[config.mk]
export PLATFORM = sky130hd
export DESIGN_NAME = dmem_arbiter
export DESIGN_NICKNAME = d
export VERILOG_FILES = /design/src/rtl/dmem_arbiter.sv
export SDC_FILE = /design/constraint.sdc
export NUM_CORES = 1
export LEC_CHECK = 0
export BUFFER_PORTS_ARGS = -buffer_cell sky130_fd_sc_hd__buf_2
export CORE_AREA = 2 2 117 119
export CTS_CLUSTER_DIAMETER = 150
export DETAILED_ROUTE_END_ITERATION = 7
export DIE_AREA = 0 0 119 121
export GPL_ROUTABILITY_DRIVEN = 0
export GPL_TIMING_DRIVEN = 1
export SKIP_LAST_GASP = 1
export SLEW_MARGIN = 25
export SYNTH_ARGS = -nofsm -noshare
export SYNTH_HDL_FRONTEND = slang
export SYNTH_SLANG_ARGS = --single-unit
[constraint.sdc]
create_clock -name clk -period 2.2 [get_ports clk]
set_input_delay 0.22 -clock clk [delete_from_list [all_inputs] [get_ports clk]]
set_output_delay 0.22 -clock clk [all_outputs]
set_load 0.02 [all_outputs]
[src/rtl/dmem_arbiter.sv]
// Two-port data-memory arbiter: CPU and debug/loader share one combinational-read memory.
// The CPU normally wins, and the debug port is forced through after STARVE_LIMIT consecutive CPU wins.
module dmem_arbiter #(
  parameter int unsigned STARVE_LIMIT = 3,  // legal range 1..15
  parameter int unsigned DATA_W       = 32
) (
  input  logic              clk,
  input  logic              reset,
  input  logic              cpu_req,
  input  logic              cpu_we,
  input  logic [DATA_W-1:0] cpu_addr,
  input  logic [DATA_W-1:0] cpu_wdata,
  output logic              cpu_gnt,
  output logic              cpu_stall,
  output logic              cpu_rvalid,
  output logic [DATA_W-1:0] cpu_rdata,
  input  logic              dbg_req,
  input  logic              dbg_we,
  input  logic [DATA_W-1:0] dbg_addr,
  input  logic [DATA_W-1:0] dbg_wdata,
  output logic              dbg_gnt,
  output logic              dbg_rvalid,
  output logic [DATA_W-1:0] dbg_rdata,
  output logic              mem_read,
  output logic              mem_write,
  output logic [DATA_W-1:0] mem_address,
  output logic [DATA_W-1:0] mem_write_data,
  input  logic [DATA_W-1:0] mem_read_data,
  output logic [3:0]        starve_cnt
);

  // Handshake: a requester raises req with stable fields and holds them until it sees
  // gnt; the transfer happens in the cycle where req & gnt are both high. A load
  // returns rvalid/rdata for exactly the following cycle. Stores return nothing.

  localparam logic [3:0] LIMIT = 4'(STARVE_LIMIT);

  logic [3:0]        starve_q;
  logic              cpu_rv_q;
  logic              dbg_rv_q;
  logic [DATA_W-1:0] cpu_rd_q;
  logic [DATA_W-1:0] dbg_rd_q;
  logic              cpu_load;
  logic              dbg_load;

  assign dbg_gnt   = ~reset & dbg_req & (~cpu_req | (starve_q == LIMIT));
  assign cpu_gnt   = ~reset & cpu_req & ~dbg_gnt;
  assign cpu_stall = ~reset & cpu_req & ~cpu_gnt;
  assign cpu_load  = cpu_gnt & ~cpu_we;
  assign dbg_load  = dbg_gnt & ~dbg_we;

  always_comb begin
    mem_read       = 1'b0;
    mem_write      = 1'b0;
    mem_address    = '0;
    mem_write_data = '0;
    if (cpu_gnt) begin
      mem_read       = ~cpu_we;
      mem_write      = cpu_we;
      mem_address    = cpu_addr;
      mem_write_data = cpu_wdata;
    end else if (dbg_gnt) begin
      mem_read       = ~dbg_we;
      mem_write      = dbg_we;
      mem_address    = dbg_addr;
      mem_write_data = dbg_wdata;
    end
  end

  always_ff @(posedge clk) begin
    if (reset) begin
      starve_q <= '0;
      cpu_rv_q <= 1'b0;
      dbg_rv_q <= 1'b0;
      cpu_rd_q <= '0;
      dbg_rd_q <= '0;
    end else begin
      if (dbg_gnt || !dbg_req) begin
        starve_q <= '0;
      end else if (cpu_gnt && starve_q < LIMIT) begin
        starve_q <= starve_q + 4'd1;
      end
      cpu_rv_q <= cpu_load;
      dbg_rv_q <= dbg_load;
      if (cpu_load) cpu_rd_q <= mem_read_data;
      if (dbg_load) dbg_rd_q <= mem_read_data;
    end
  end

  // Reset masks the response registers immediately so a load granted just before
  // reset is dropped rather than delivered during or after reset.
  assign cpu_rvalid = cpu_rv_q & ~reset;
  assign dbg_rvalid = dbg_rv_q & ~reset;
  assign cpu_rdata  = reset ? '0 : cpu_rd_q;
  assign dbg_rdata  = reset ? '0 : dbg_rd_q;
  assign starve_cnt = reset ? 4'd0 : starve_q;

endmodule

# Word level (Yosys, flattened, before mapping)
# Cells that the tools add are included.
# classes
n_shift	0
multipliers	0
mux	11
n_div	0
add_sub_neg	1
magnitude_cmp	1
bitwise_logic	16
n_eq_ne	1
n_reduce_logical	4
# ops
cell	count
$mux W32	6
$and A1 B1 Y1	9
$not A1 Y1	6
$add A4 B1 Y4 const B	1
$eq A4 B2 Y1 const B	1
$lt A4 B2 Y1 const B	1
$mux W1	4
$mux W4	1
$reduce_or A2 Y1	1
$logic_and A1 B1 Y1	1
$logic_not A1 Y1	1
$logic_or A1 B1 Y1	1
$or A1 B1 Y1	1
# totals
rom_bits	0
elab_cells	39
latch_bits	0
output_inout_bits	139
mem_bits_rw	0
memories	0
reg_bits	70

# Longest topological paths before layout
# Gate-level depths: netlist (run 1).
# depth
word_depth	7
ltp_mapped	6
mapped_depth_nobuf	4

# Least setup slack after synthesis (run 1)
# No wires, ideal clock.
# synth_path
path_kind	register to output
start	register starve_q[0]
end	output port mem_address[0]
path_slack_ns	0.197
arrival_time_ns	1.783
path_stages_with_launch	7
n_path_buf	2
path_cell_list	dfxtp_1 > ha_1 > or3b_4 > a21oi_1 > buf_2 > buf_2 > a22o_1
# synth_between
elab_chain_cells	6
word_cells_on_any_way	7
# synth_lines
item	line	text
start: declaration	38	logic [3:0] starve_q;
start signal: assignment	81	starve_q <= starve_q + 4'd1;
$eq A4 B2 Y1 *	46	assign dbg_gnt = ~reset & dbg_req & (~cpu_req | (starve_q == LIMIT));
$or A1 B1 Y1 *	46	
$and A1 B1 Y1 *	46	
$not A1 Y1	47	assign cpu_gnt = ~reset & cpu_req & ~dbg_gnt;
$and A1 B1 Y1	47	
$mux W32 *	57	if (cpu_gnt) begin
end: declaration	26	output logic [DATA_W-1:0] mem_address,
# Mark *: on every way between the ends. The rest lies on a longest branch, timed or not.

# Worst setup path in the final report (run 1)
# layout_path
start	register starve_q[1]
end	output port mem_address[4]
# The elaborated chain is that of the path after synthesis.

==> summary.md, run 1 <==
| Metric | Value |
|---|---|
| Initial Util | 26.21% |
| Worst-margin pin slew | 541.8 ps |
| Minimum clock period | 2250 ps |
| Leak pwr | 3.172 nW |
| CTS Root Cell | clkbuf_16 |
| Share of cells above drive strength 1 | 65.72% |
| Commonest non-fill, non-tap cell in the layout | buf_2 |
| Number of global-route vias before repair | 3,723 |
| Top-area cell type share of the netlist area | 40.86% |
| Setup crit end | mem_address[4] |
| Crit path max fanout | 7 |
| Setup ws final | -49.59 ps |
| Core Area | 13,090 um2 |
| Worst endpoint required time | 1980 ps |
| Finished Core Util | 46.93% |
| Critical path type | reg -> out |
| Average wire per standard cell | 18.34 um |
| Detailed-placement wirelength estimate | 10,900 um |
| Sequential share of the synthesized area | 40.86% |
| Via density | 4.686 |
| Post-synth top area cell | dfxtp_1 |
| Final Hold Vio Count | 0 |
| Sink Count | 70 |
| Drt pass-1 iters | 4 |
| Die Wd | 119 um |
| Fmax | 444.5 MHz |
| Synthesized flop and latch total | 70 |
| Port bufs | 304 |
| Status | complete, but fails checks |
| CTS clk-pin slew, worst paths | 50 ps |
| Rows | 42 |
| First-pass GRT wire length | 21,080 um |
| Synth Flop Type | dfxtp_1 |
| IO Count | 305 |
| Largest net degree at the start of global routing | 56 |
| Max-slew violation count | 0 |
| Grt ovf | 0 |
| Total GRT Usage | 19.33% |
| Syn Std Cell Area | 3430 um2 |
| Worst VDD drop | 0.4291 mV |
| FILL cells | 1,255 |
| Failing checks | negative setup slack |
| Vias | 3,824 |
| Worst slew margin | 63.88% |
| # DRC | 0 |
| R2R Path End | dbg_rd_q[1] |
| Final cell area excluding filler cells | 6141 um2 |
| Max Buffers Root-to-Sink | 2 |
| Register-to-register setup slack | 50 ps |
| Number of synthesized flops with an enable pin | 0 |
| Mean post-synth cell area | 10.75 um2 |
| Mapped Cells | 319 |
| HP Class | in -> reg |
| Unrepaired setup endpoints after global routing | true |
| CTS Buf Count | 9 |
| Yosys cell types | 23 |
| Synth warn | 0 |
| Final setup vio count | 25 |
| Die span in y | 121 um |
| Top cells by area, synth | dfxtp_1, mux2_2, a22o_1 |
| Critical path startpoint | starve_q[1] |
| Post-Place Cell Area | 5164 um2 |
| Max-cap violations | 0 |
| Synth Net Count | 486 |
| Async set or reset register ratio after synthesis | 0% |
| Initial antenna violation count | 3 |
| Initial drt markers | 156 |
| DRT antenna net count | 0 |
| Final period util | 102.3% |
| Clock latency on the worst-skew pair | 320 ps |
| Commonest non-fill, non-tap cells in the layout | buf_2, nor2b_1, dfxtp_1 |
| Fin nets | 799 |
| Layout area overhead | 79.06% |
| Reg2reg path depth | 7 |
| H-tree levels | 3 |
| Fin Clk Skew | 6.883 ps |
| Routed WL | 14,970 um |
| Setup crit end kind | output port |
| Die ar. | 14,400 um2 |
| Post-CTS Hold Buffers | 0 |
| Worst Path Arrival | 2030 ps |
| Pwr/cell area | 604.7 nW/um2 |
| CTS tree | built |
| Worst r2r src | starve_q[1] |
| Kind of start point of the critical path | flip-flop |
## worst min-delay path by stage
stage	startpoint	to	slack, ps	cells after the start
after floorplan	mem_read_data[12]	dbg_rd_q[12]	350	1
after global placement	mem_read_data[12]	dbg_rd_q[12]	450	2
after detailed placement	mem_read_data[12]	dbg_rd_q[12]	450	2
after CTS	mem_read_data[12]	dbg_rd_q[12]	110	2
after global routing	mem_read_data[16]	dbg_rd_q[16]	120	2
final	mem_read_data[12]	dbg_rd_q[12]	120	2
## what timing repair did
item                       in CTS  in global routing
setup buffers                  12                  1
gates cloned                    6                  0
pin swaps                      13                  8
setup endpoints to repair      68                 99
gates resized for setup        98                 26
## per-layer routing
metal	global-route usage, %	vias up	share of wire [%]
met5	0	-	0
met4	7.813	0	2.4
met3	5.310	26	8.0
met2	33.62	182	51
met1	22.46	1822	39
li1	-	1794	-
## report_power, final
group | total [mW] | switching [mW] | internal (mW) | leakage [nW]
clock network | 1.55 | 0.502 | 1.05 | 0.155
registers | 1.34 | 0.0103 | 1.32 | 0.572
logic | 0.829 | 0.406 | 0.423 | 2.44
total | 3.71 | 0.918 | 2.80 | 3.17
## critical path, cell delays in order (launching register included)
cell	delay (ps)
dfxtp_2	350
ha_4	140
or3b_4	390
a21oi_4	170
buf_6	140
buf_12	120
buf_16	110
a22o_1	160
buf_6	130
## synth_stat cells, drive strengths merged (2+ instances only)
master and n:
buf 11, and3 2, mux2 64, nand2 2, nor2b 71, a22o 65, clkbuf 17, o21ai 2
a21oi 3, nand2b 2, dfxtp 70
## kinds of logic (layout without fill, tap and decap cells)
logic type / count (synthesis) / after routing / share of synthesized area [%]
mux: 64 / 64 / 21.01
fa+ha+maj: 1 / 1 / 0.3648
buf+inv: 29 / 346 / 4.122
other cells: 0 / 4 / 0
flops: 70 / 70 / 40.86
simple gates: 84 / 84 / 15.72
compound gates: 71 / 71 / 17.91
## cell type report
| cell class | instances | area, um2 | area share [%] |
|---|---|---|---|
| Tap cell | 176 | 220.2 | 3.586 |
| Clock inverter | 3 | 67.56 | 1.100 |
| Inverter | 1 | 3.754 | 0.06112 |
| Antenna cell | 4 | 10.01 | 0.1630 |
| Sequential cell | 70 | 1404 | 22.86 |
| Timing Repair Buffer | 330 | 2233 | 36.37 |
| Multi-Input combinational cell | 220 | 1946 | 31.68 |
| Clock buffer | 12 | 256.5 | 4.177 |
## sequential cells by signal (all words and copies together), names as in the netlist
name,cells
cpu_rv_q,1
dbg_rd_q,32
starve_q,4
dbg_rv_q,1
cpu_rd_q,32
## stage by stage
step / power (mW) / hold WS, ps / TNS (ps) / setup slack [ps] / std cells
finish: 3.713 / 119.9 / -476.0 / -49.59 / 816
global route: 3.857 / 119.1 / -3543 / -107.7 / 814
CTS: 3.744 / 106.5 / -137.6 / -16.61 / 812
detailed placement: 2.056 / 453.2 / 0 / 148.7 / 780
global placement: 2.048 / 451.2 / 0 / 190.1 / 780
floorplan: 1.732 / 347.8 / 0 / 197.1 / 319
No activity file was read; power rests on OpenSTA's default activity.
==> inputs of run 2 (changes only) <==
- BUFFER_PORTS_ARGS: -buffer_cell sky130_fd_sc_hd__buf_2 -> -buffer_cell sky130_fd_sc_hd__buf_4
- CORE_AREA: 2 2 117 119 -> 2 2 119 121
- CTS_BUF_LIST: unset -> sky130_fd_sc_hd__clkbuf_4 sky130_fd_sc_hd__clkbuf_8
- DIE_AREA: 0 0 119 121 -> 0 0 121 123
==> summary.md, run 2 (same netlist as run 1, synthesis figures left out) <==
| Metric | Value |
|---|---|
| Layout area overhead | 97.77% (was 79.06%) |
| Register-to-register setup slack | 70 ps (was 50 ps) |
| Failing checks | negative setup slack (unchanged) |
| Die span in y | 123 um (was 121 um) |
| Worst slew margin | 75.54% (was 63.88%) |
| Grt ovf | 0 (unchanged) |
| Worst-margin pin slew | 366.9 ps (was 541.8 ps) |
| Min Hold Slack | 89.74 ps (was 119.9 ps) |
| Fmax | 431.0 MHz (was 444.5 MHz) |
| Max Buffers Root-to-Sink | 2 (unchanged) |
| Int Pwr | 2.481 mW (was 2.795 mW) |
| Met3 wire len | 1676 um (was 1204 um) |
| Fin Setup TNS | -5576 ps (was -476.0 ps) |
| Initial drt markers | 317 (was 156) |
| First-pass GRT wire length | 21,940 um (was 21,080 um) |
| WL met1 | 6269 um (was 5815 um) |
| Reg2reg path depth | 7 (unchanged) |
| Drt pass-1 iters | 4 (unchanged) |
| Setup crit end kind | output port (unchanged) |
| Routed WL | 16,860 um (was 14,970 um) |
| Commonest non-fill, non-tap cell in the layout | buf_4 (was buf_2) |
| Final setup vio count | 67 (was 25) |
| Max-slew violation count | 0 (unchanged) |
| R2R Path End | dbg_rd_q[31] (was dbg_rd_q[1]) |
| Setup ws final | -120.0 ps (was -49.59 ps) |
| Final period util | 105.5% (was 102.3%) |
| Leak pwr | 3.309 nW (was 3.172 nW) |
| Sink Count | 70 (unchanged) |
| Average wire per standard cell | 20.58 um (was 18.34 um) |
| Crit path max fanout | 8 (was 7) |
| H-tree levels | 3 (unchanged) |
| Worst VDD drop | 0.3938 mV (was 0.4291 mV) |
| Via density | 4.694 (was 4.686) |
| # DRC | 0 (unchanged) |
| HP Class | in -> reg (unchanged) |
| Min-Delay Endpoint | dbg_rd_q[16] (was dbg_rd_q[12]) |
| Fin Clk Skew | 5.656 ps (was 6.883 ps) |
| CTS tree | built (unchanged) |
| Final Hold Vio Count | 0 (unchanged) |
| Final cell area excluding filler cells | 6783 um2 (was 6141 um2) |
| Kind of start point of the critical path | flip-flop (unchanged) |
| Switch Pwr | 0.9099 mW (was 0.9183 mW) |
| Worst Path Arrival | 2100 ps (was 2030 ps) |
| CTS Buf Count | 9 (unchanged) |
| Total GRT Usage | 19.92% (was 19.33%) |
| Highest Signal Layer | met4 (unchanged) |
| IO Count | 305 (unchanged) |
| Worst endpoint required time | 1980 ps (about the same) |
| Place WS | 107.5 ps (was 148.7 ps) |
| CTS clk-pin slew, worst paths | 70 ps (was 50 ps) |
| Initial antenna violation count | 0 (was 3) |
| Worst r2r src | starve_q[1] (unchanged) |
| Minimum clock period | 2320 ps (was 2250 ps) |
| Number of global-route vias before repair | 3,715 (was 3,723) |
| Min-delay src | mem_read_data[16] (was mem_read_data[12]) |
| Pwr/cell area | 499.9 nW/um2 (was 604.7 nW/um2) |
| Hold path cells | 2 (unchanged) |
| Die ar. | 14,880 um2 (was 14,400 um2) |
| Clock share of power | 31.8% (was 41.7%) |
| Met2 routed wirelength | 8722 um (was 7580 um) |
| Rows | 43 (was 42) |
| Initial Util | 25.20% (was 26.21%) |
| Port bufs | 304 (unchanged) |
| Critical path type | reg -> out (unchanged) |
| Core Area | 13,610 um2 (was 13,090 um2) |
| Die Wd | 121 um (was 119 um) |
| Vias | 3,844 (was 3,824) |
| Share of cells above drive strength 1 | 65.78% (was 65.72%) |
| Detailed-placement wirelength estimate | 11,980 um (was 10,900 um) |
| Switching share of power | 26.84% (was 24.73%) |
| Logic gate share of total power | 28.9% (was 22.3%) |
| Fin nets | 799 (unchanged) |
| Largest net degree at the start of global routing | 67 (was 56) |
| Total power draw | 3.391 mW (was 3.713 mW) |
| Status | complete, but fails checks (unchanged) |
| Clock latency on the worst-skew pair | 350 ps (was 320 ps) |
| Commonest non-fill, non-tap cells in the layout | buf_4, nor2b_1, dfxtp_1 (was buf_2, nor2b_1, dfxtp_1) |
| Sequential Power Share | 39.3% (was 36.0%) |
| Unrepaired setup endpoints after global routing | true (unchanged) |
| CTS Root Cell | clkbuf_8 (was clkbuf_16) |
| Largest registers | cpu_rd_q x32, dbg_rd_q x32, starve_q x4 (unchanged) |
| Post-Place Cell Area | 5922 um2 (was 5164 um2) |
| DRT antenna net count | 0 (unchanged) |
| Max-cap violations | 0 (unchanged) |
==> run 2: power by group through the flow <==
stage / logic [mW] / registers [mW] / clock network, mW
detailed placement: 0.848 / 1.36 / 0
finish: 0.979 / 1.33 / 1.08
CTS: 0.903 / 1.33 / 1.13
floorplan: 0.373 / 1.36 / 0
global placement: 0.837 / 1.36 / 0
global route: 1.03 / 1.34 / 1.17
==> run 2: how the worst max path moves through the flow <==
| stage | start | endpoint | slack, ps | depth (start not counted) |
|---|---|---|---|---|
| final | starve_q[1] | mem_write_data[21] | -120 | 7 |
| after global routing | starve_q[0] | mem_write_data[13] | -190 | 7 |
| after CTS | starve_q[1] | mem_write_data[9] | -120 | 7 |
| after detailed placement | starve_q[0] | mem_address[31] | 110 | 6 |
| after global placement | starve_q[0] | mem_address[31] | 160 | 6 |
| after floorplan | starve_q[0] | mem_address[0] | 200 | 6 |
==> run 2: worst max-delay path: stages (launching register included) <==
cell	delay, ps
dfxtp_2	370
ha_4	140
or3b_4	390
a21oi_4	230
buf_12	180
clkbuf_16	160
a22o_1	150
buf_6	120
==> run 2: per-stage QoR <==
step                utilization (%)  instances
floorplan                         -        319
global placement              43.51        783
detailed placement            43.51        783
CTS                           47.07        810
global route                  49.79        817
finish                        49.83        819
==> run 2: area by class of cell <==
type	instances	area (um2)
Tap cell	180	225.2
Antenna cell	2	5.005
Clock inverter	3	42.54
Multi-Input combinational cell	220	1932
Clock buffer	13	166.4
Inverter	1	3.754
Sequential cell	70	1406
Fill cell	1267	6829
Timing Repair Buffer	330	3002
==> run 2: metal layers <==
layer	global-route usage, %	up-vias
met5	0	-
met3	5.397	11
met2	33.78	185
li1	-	1789
met1	24.82	1859
met4	5.741	0
==> run 2: what timing repair did <==
action / CTS / global route
resized for setup: 27 / 51
gates cloned: 5 / 6
setup buffers: 6 / 1
pin swaps: 5 / 10
endpoints found under the hold margin: 0 / 0
hold buffers: 0 / 0
endpoints found under the setup margin: 68 / 84
